`src/rtl/simple_axi_pkg.sv`:
```
// -----------------------------------------------------------------------------
// simple_axi_pkg
// Shared definitions for the two-port simple_axi arbiter:
//   - RW codes presented on the request ports and on the master bus
//   - AXI response codes (reference for the master's error/invalid flags)
//   - arbiter FSM state encoding
//   - rw_valid(): a request is valid only for WRITE or READ (11 is reserved)
// -----------------------------------------------------------------------------
package simple_axi_pkg;

  typedef enum logic [1:0] {
    RW_NOP   = 2'b00,
    RW_WRITE = 2'b01,
    RW_READ  = 2'b10,
    RW_RSVD  = 2'b11
  } rw_e;

  typedef enum logic [1:0] {
    RESP_OKAY   = 2'b00,
    RESP_EXOKAY = 2'b01,
    RESP_SLVERR = 2'b10,
    RESP_DECERR = 2'b11
  } resp_e;

  typedef enum logic [2:0] {
    ST_IDLE  = 3'd0,
    ST_ISSUE = 3'd1,
    ST_BUSY  = 3'd2,
    ST_RESP  = 3'd3,
    ST_DONE  = 3'd4
  } arb_state_e;

  function automatic logic rw_valid(input logic [1:0] rw);
    return (rw == RW_WRITE) || (rw == RW_READ);
  endfunction

endpackage

```
`src/rtl/simple_axi_arb_grant.sv`:
```
// -----------------------------------------------------------------------------
// simple_axi_arb_grant
// Combinational two-input grant.
//   valid0_i, valid1_i : port request valid
//   last_i             : index of the port granted last
//   grant_o            : some port is granted
//   idx_o              : granted port index (meaningful when grant_o = 1)
// Build option SIMPLE_AXI_ARB_FIXED_PRIO_EN: port 0 always wins ties;
// otherwise ties go to the port not granted last.
// -----------------------------------------------------------------------------
module simple_axi_arb_grant (
  input  logic valid0_i,
  input  logic valid1_i,
  input  logic last_i,
  output logic grant_o,
  output logic idx_o
);

  always_comb begin
    grant_o = valid0_i | valid1_i;
    idx_o   = valid1_i & ~valid0_i;
    if (valid0_i && valid1_i) begin
`ifdef SIMPLE_AXI_ARB_FIXED_PRIO_EN
      idx_o = 1'b0;
`else
      idx_o = ~last_i;
`endif
    end
  end

`ifdef SIMPLE_AXI_ARB_FIXED_PRIO_EN
  logic unused_last;
  assign unused_last = last_i;
`endif

endmodule

```
`src/rtl/simple_axi_arbiter.sv`:
```
// -----------------------------------------------------------------------------
// simple_axi_arbiter
// Shares one simple_axi_master between two single-beat requesters.
// Ports:
//   i_clk, i_rst_n                 clock, async active-low reset
//   i_reqN_addr/wdata/wsize/rw     request N operands (N = 0,1)
//   o_reqN_wait/done               pending flag, one-cycle completion pulse
//   o_reqN_rdata/error/invalid     completion data/status, held per port
//   o_m_addr/wdata/wsize/rw        to master (rw non-NOP only in ISSUE)
//   i_m_rdata/done/error/invalid   from master
//   o_m_clear_done                 tied high, master never goes done-sticky
// Build option SIMPLE_AXI_ARB_FIXED_PRIO_EN (evaluated in simple_axi_arb_grant).
//
// state | meaning
// IDLE  | arbitrate, latch winning request
// ISSUE | o_m_rw = latched rw for one cycle
// BUSY  | wait for i_m_done, latch error/invalid
// RESP  | master rdata valid, load granted port's result registers
// DONE  | done pulse on granted port
// -----------------------------------------------------------------------------
module simple_axi_arbiter
  import simple_axi_pkg::*;
(
  input  logic        i_clk,
  input  logic        i_rst_n,
  input  logic [31:0] i_req0_addr,
  input  logic [63:0] i_req0_wdata,
  input  logic [2:0]  i_req0_wsize,
  input  logic [1:0]  i_req0_rw,
  output logic        o_req0_wait,
  output logic        o_req0_done,
  output logic [63:0] o_req0_rdata,
  output logic        o_req0_error,
  output logic        o_req0_invalid,
  input  logic [31:0] i_req1_addr,
  input  logic [63:0] i_req1_wdata,
  input  logic [2:0]  i_req1_wsize,
  input  logic [1:0]  i_req1_rw,
  output logic        o_req1_wait,
  output logic        o_req1_done,
  output logic [63:0] o_req1_rdata,
  output logic        o_req1_error,
  output logic        o_req1_invalid,
  output logic [31:0] o_m_addr,
  output logic [63:0] o_m_wdata,
  output logic [2:0]  o_m_wsize,
  output logic [1:0]  o_m_rw,
  input  logic [63:0] i_m_rdata,
  input  logic        i_m_done,
  input  logic        i_m_error,
  input  logic        i_m_invalid,
  output logic        o_m_clear_done
);

  arb_state_e  state_q, state_d;
  logic        last_q;
  logic        g_q;
  logic [31:0] addr_q;
  logic [63:0] wdata_q;
  logic [2:0]  wsize_q;
  logic [1:0]  m_rw_q;
  logic        m_err_q, m_inv_q;
  logic [1:0]  done_q, err_q, inv_q;
  logic [63:0] rdata0_q, rdata1_q;

  logic valid0, valid1, grant, idx;

  assign valid0 = rw_valid(i_req0_rw);
  assign valid1 = rw_valid(i_req1_rw);

  simple_axi_arb_grant u_grant (
    .valid0_i (valid0),
    .valid1_i (valid1),
    .last_i   (last_q),
    .grant_o  (grant),
    .idx_o    (idx)
  );

  always_comb begin
    state_d = state_q;
    case (state_q)
      ST_IDLE:  if (grant) state_d = ST_ISSUE;
      ST_ISSUE: state_d = ST_BUSY;
      ST_BUSY:  if (i_m_done) state_d = ST_RESP;
      ST_RESP:  state_d = ST_DONE;
      ST_DONE:  state_d = ST_IDLE;
      default:  state_d = ST_IDLE;
    endcase
  end

  always_ff @(posedge i_clk or negedge i_rst_n) begin
    if (!i_rst_n) begin
      state_q  <= ST_IDLE;
      last_q   <= 1'b1;
      g_q      <= 1'b0;
      addr_q   <= '0;
      wdata_q  <= '0;
      wsize_q  <= '0;
      m_rw_q   <= RW_NOP;
      m_err_q  <= 1'b0;
      m_inv_q  <= 1'b0;
      done_q   <= '0;
      err_q    <= '0;
      inv_q    <= '0;
      rdata0_q <= '0;
      rdata1_q <= '0;
    end else begin
      state_q <= state_d;
      // rw and done are pulses: cleared unless set below
      m_rw_q  <= RW_NOP;
      done_q  <= '0;
      case (state_q)
        ST_IDLE: begin
          if (grant) begin
            g_q     <= idx;
            last_q  <= idx;
            addr_q  <= idx ? i_req1_addr  : i_req0_addr;
            wdata_q <= idx ? i_req1_wdata : i_req0_wdata;
            wsize_q <= idx ? i_req1_wsize : i_req0_wsize;
            m_rw_q  <= idx ? i_req1_rw    : i_req0_rw;
          end
        end
        ST_BUSY: begin
          if (i_m_done) begin
            m_err_q <= i_m_error;
            m_inv_q <= i_m_invalid;
          end
        end
        ST_RESP: begin
          // writes load rdata too; its value is don't-care for them
          if (g_q) rdata1_q <= i_m_rdata;
          else     rdata0_q <= i_m_rdata;
          err_q[g_q]  <= m_err_q;
          inv_q[g_q]  <= m_inv_q;
          done_q[g_q] <= 1'b1;
        end
        default: ;
      endcase
    end
  end

  // wait drops during the port's own done cycle and is forced low in reset
  assign o_req0_wait    = i_rst_n & valid0 & ~done_q[0];
  assign o_req1_wait    = i_rst_n & valid1 & ~done_q[1];
  assign o_req0_done    = done_q[0];
  assign o_req1_done    = done_q[1];
  assign o_req0_rdata   = rdata0_q;
  assign o_req1_rdata   = rdata1_q;
  assign o_req0_error   = err_q[0];
  assign o_req1_error   = err_q[1];
  assign o_req0_invalid = inv_q[0];
  assign o_req1_invalid = inv_q[1];
  assign o_m_addr       = addr_q;
  assign o_m_wdata      = wdata_q;
  assign o_m_wsize      = wsize_q;
  assign o_m_rw         = m_rw_q;
  assign o_m_clear_done = 1'b1;

endmodule

```
`config.mk`:
```
export PLATFORM = sky130hd
export DESIGN_NAME = simple_axi_arbiter
export DESIGN_NICKNAME = d
export VERILOG_FILES = /design/src/rtl/simple_axi_pkg.sv /design/src/rtl/simple_axi_arb_grant.sv /design/src/rtl/simple_axi_arbiter.sv
export SDC_FILE = /design/constraint.sdc
export NUM_CORES = 1
export LEC_CHECK = 0
export BUFFER_PORTS_ARGS = -buffer_cell sky130_fd_sc_hd__buf_4
export CAP_MARGIN = 5
export CORE_AREA = 2 2 199 201
export CTS_BUF_LIST = sky130_fd_sc_hd__clkbuf_4 sky130_fd_sc_hd__clkbuf_8
export CTS_CLUSTER_DIAMETER = 150
export CTS_CLUSTER_SIZE = 28
export DETAILED_ROUTE_END_ITERATION = 12
export DIE_AREA = 0 0 201 203
export PLACE_DENSITY = 0.59
export SLEW_MARGIN = 20
export SYNTH_ARGS = -nofsm -noshare
export SYNTH_HDL_FRONTEND = slang
export SYNTH_HIERARCHICAL = 1
export SYNTH_SLANG_ARGS = --single-unit
export TNS_END_PERCENT = 20
```
`constraint.sdc`:
```
create_clock -name i_clk -period 2.05 [get_ports i_clk]
set_input_delay 0.41 -clock i_clk [delete_from_list [all_inputs] [get_ports i_clk]]
set_output_delay 0.41 -clock i_clk [all_outputs]
set_load 0.01 [all_outputs]
```
==> flow_metrics.env <==
export IMPL_status="finished clean"
export IMPL_peakVddDrop_uv=925
export IMPL_fmax_mhz=517
export IMPL_grt_pass1_vias=8034
export IMPL_grt_usage=0.155
export IMPL_crit_path_max_fanout=5
export IMPL_p_sw_mw=7.78
export IMPL_drv_slew=0
export IMPL_avgSynthCellArea_um2=16.9
export IMPL_finalSetupViolCount=0
export IMPL_yosysMostFrequentCell="dfrtp_1"
export IMPL_cts_resized=0
export IMPL_via_per_inst=4.29
export IMPL_async_flop_share=1.00
export IMPL_gp_congestion=0.846
export IMPL_sequentialPowerShare=0.374
export IMPL_die_area_um2=40800
export IMPL_worstSetupPathType="in2out"
export IMPL_finalWirelength_mm=32.6
export IMPL_ys_seq_area_frac=0.563
export IMPL_cts_root_buf="clkbuf_8"
export IMPL_min_period_over_period=0.943
export IMPL_routed_via_count=7238
export IMPL_synth_cell_area_um2=10800
export IMPL_post_cts_setup_buffers=0
export IMPL_cts_reportedPaths_clkPinSlew_ps=160
export IMPL_combinationalPowerShare=0.534
export IMPL_clkPwrFrac=0.092
export IMPL_clock_skew_ps=30.8
export IMPL_p_leak_nw=7.46
export IMPL_grt_max_degree=85
export IMPL_antenna_found_initial=2
export IMPL_numCtsBuffers=12
export IMPL_nets=1436
export IMPL_power_density_nw_per_um2=1490
export IMPL_crit_required_ps=1640
export IMPL_cts_sinks=242
export IMPL_initial_utilization=0.280
export IMPL_holdCritPathClass="in2reg"
export IMPL_io_pins=509
export IMPL_clockBufferDepth=3
export IMPL_insertion_delay_ps=550
export IMPL_tritoncts="built"
export IMPL_synth_nets=909
export IMPL_firstDrtPassIters=4
export IMPL_ys_warn_count=6
export IMPL_crit_path_end_kind="primary output"
export IMPL_layout_drive_gt1_share=0.777
export IMPL_synthCells=638
export IMPL_post_route_util=0.404
export IMPL_arrival_ps=1520
export IMPL_overflow=0
export IMPL_synth_area_leaders="dfrtp_1 56%, mux2_2 24%, mux2_4 14%"
export IMPL_synth_edf_count=0
export IMPL_rsz0062_at_grt="false"
export IMPL_drtIter0Drc=211
export IMPL_ys_types=26
export IMPL_fp_dieW_um=201
export IMPL_internal_power_mw=15.4
export IMPL_maxCapViolations=0
export IMPL_dp_hpwl_mm=25.1
export IMPL_synth_top_area_frac=0.560
export IMPL_p_sw_frac=0.336
export IMPL_row_count=72
export IMPL_cts_hold_buffers=1
export IMPL_die_h_um=203
export IMPL_grt_pass1_wl_mm=49.1
export IMPL_core_um2=38500
export IMPL_yosys_area_top_type="dfrtp_1"
export IMPL_synth_commonest_cells="241 x dfrtp_1, 234 x mux2_2, 100 x mux2_4"
export IMPL_finalHoldViolations=0
export IMPL_area_growth_pct=44.5
export IMPL_htree_num_levels=1
export IMPL_drcViolationCount=0
export IMPL_setup_tns_ps=0
export IMPL_synth_seq_cells=242
export IMPL_fill_cells=3668
export IMPL_antenna_left=0
export IMPL_port_buffers=507
export IMPL_wl_per_cell_um=19.3
export IMPL_synthFlopType="dfrtp_1"
export IMPL_start_kind="primary input"
export IMPL_fin_crit_ps=1930
## cell usage in the layout (no fill, tap or decap), types with 2 or more instances in the layout
cell type and count:
and3b_1 2, xor2_1 2, buf_4 539, clkbuf_8 13, mux2_4 100, clkbuf_4 3, mux2i_1 3, buf_12 11
nor2_1 4, diode_2 2, dfrtp_1 241, mux2_2 234
## cell families after synthesis
logic type      Yosys count  share of synthesized area
compound gates            1                   0.000698
buf+inv                  40                     0.0370
mux                     337                      0.387
xor+xnor                  3                    0.00244
simple gates             14                    0.00999
flops                   242                      0.563
other cells               1                   0.000348
## per-layer routing
| metal | routed length (um) | GRT usage | up-vias |
|---|---|---|---|
| met4 | 700 | 0.0405 | 0 |
| met5 | 0 | 0 | - |
| met2 | 16300 | 0.270 | 309 |
| met3 | 2710 | 0.0470 | 29 |
| met1 | 12900 | 0.186 | 3584 |
| li1 | - | - | 3316 |
## flip-flops by register name (all words and copies together) (netlist names), 2 cells and up
signal,count
o_m_rw,2
inv_q,2
o_req1_rdata,64
o_m_wdata,64
err_q,2
o_req0_rdata,64
o_m_addr,32
state_q,3
o_m_wsize,3
done_q,2
## final timing paths
check,startpoint,endpoint,slack (ps),cells after the start
max,i_rst_n,o_req0_wait,120,4
min,i_m_error,m_err_q$_DFFE_PN0P_,80,2
max reg2reg,state_q[0]$_DFFE_PN0P_,o_m_wdata[19]$_DFFE_PN0P_,240,4
min reg2reg,o_req1_rdata[46]$_DFFE_PN0P_,o_req1_rdata[46]$_DFFE_PN0P_,530,1
max in group asynchronous,i_rst_n,last_q$_DFFE_PN1P_,680,4
min in group asynchronous,i_rst_n,done_q[1]$_DFF_PN0_,300,2
## power groups by stage
stage                     clock (mW)  sequential (mW)  combinational [mW]
final                           2.14             8.66                12.4
after global routing            2.44             9.03                13.1
after CTS                       2.27             8.69                12.6
after detailed placement           0             8.76                12.6
after global placement             0             8.74                12.4
after floorplan                    0             9.64                5.83
## worst max-delay path: stages
cell and delay, ps:
dlygate4sd3_1 620, buf_8 170, and3b_1 170, buf_4 150
## metrics by stage
stage	cell area [um^2]	worst slack (ps)	std cells	hold WS (ps)	total power, mW
after floorplan	10800	84.6	638	114	15.5
after global placement	15300	-185	1668	200	21.2
after detailed placement	15300	-191	1668	200	21.3
after CTS	15500	90.2	1686	18.4	23.6
after global routing	15600	74.1	1688	9.38	24.6
final	15600	116	1688	78.2	23.2
## layout make-up
class	instances	area, um^2	area share
diodes	2	5.00	0.000322
repair buffers	552	4290	0.276
flip-flops and latches	242	6060	0.389
clock inverters	1	11.3	0.000724
multi-input cells	356	4340	0.279
inverters	1	3.75	0.000241
well taps	518	648	0.0417
clock buffers	16	201	0.0130
(Power assumes the default switching activity.)
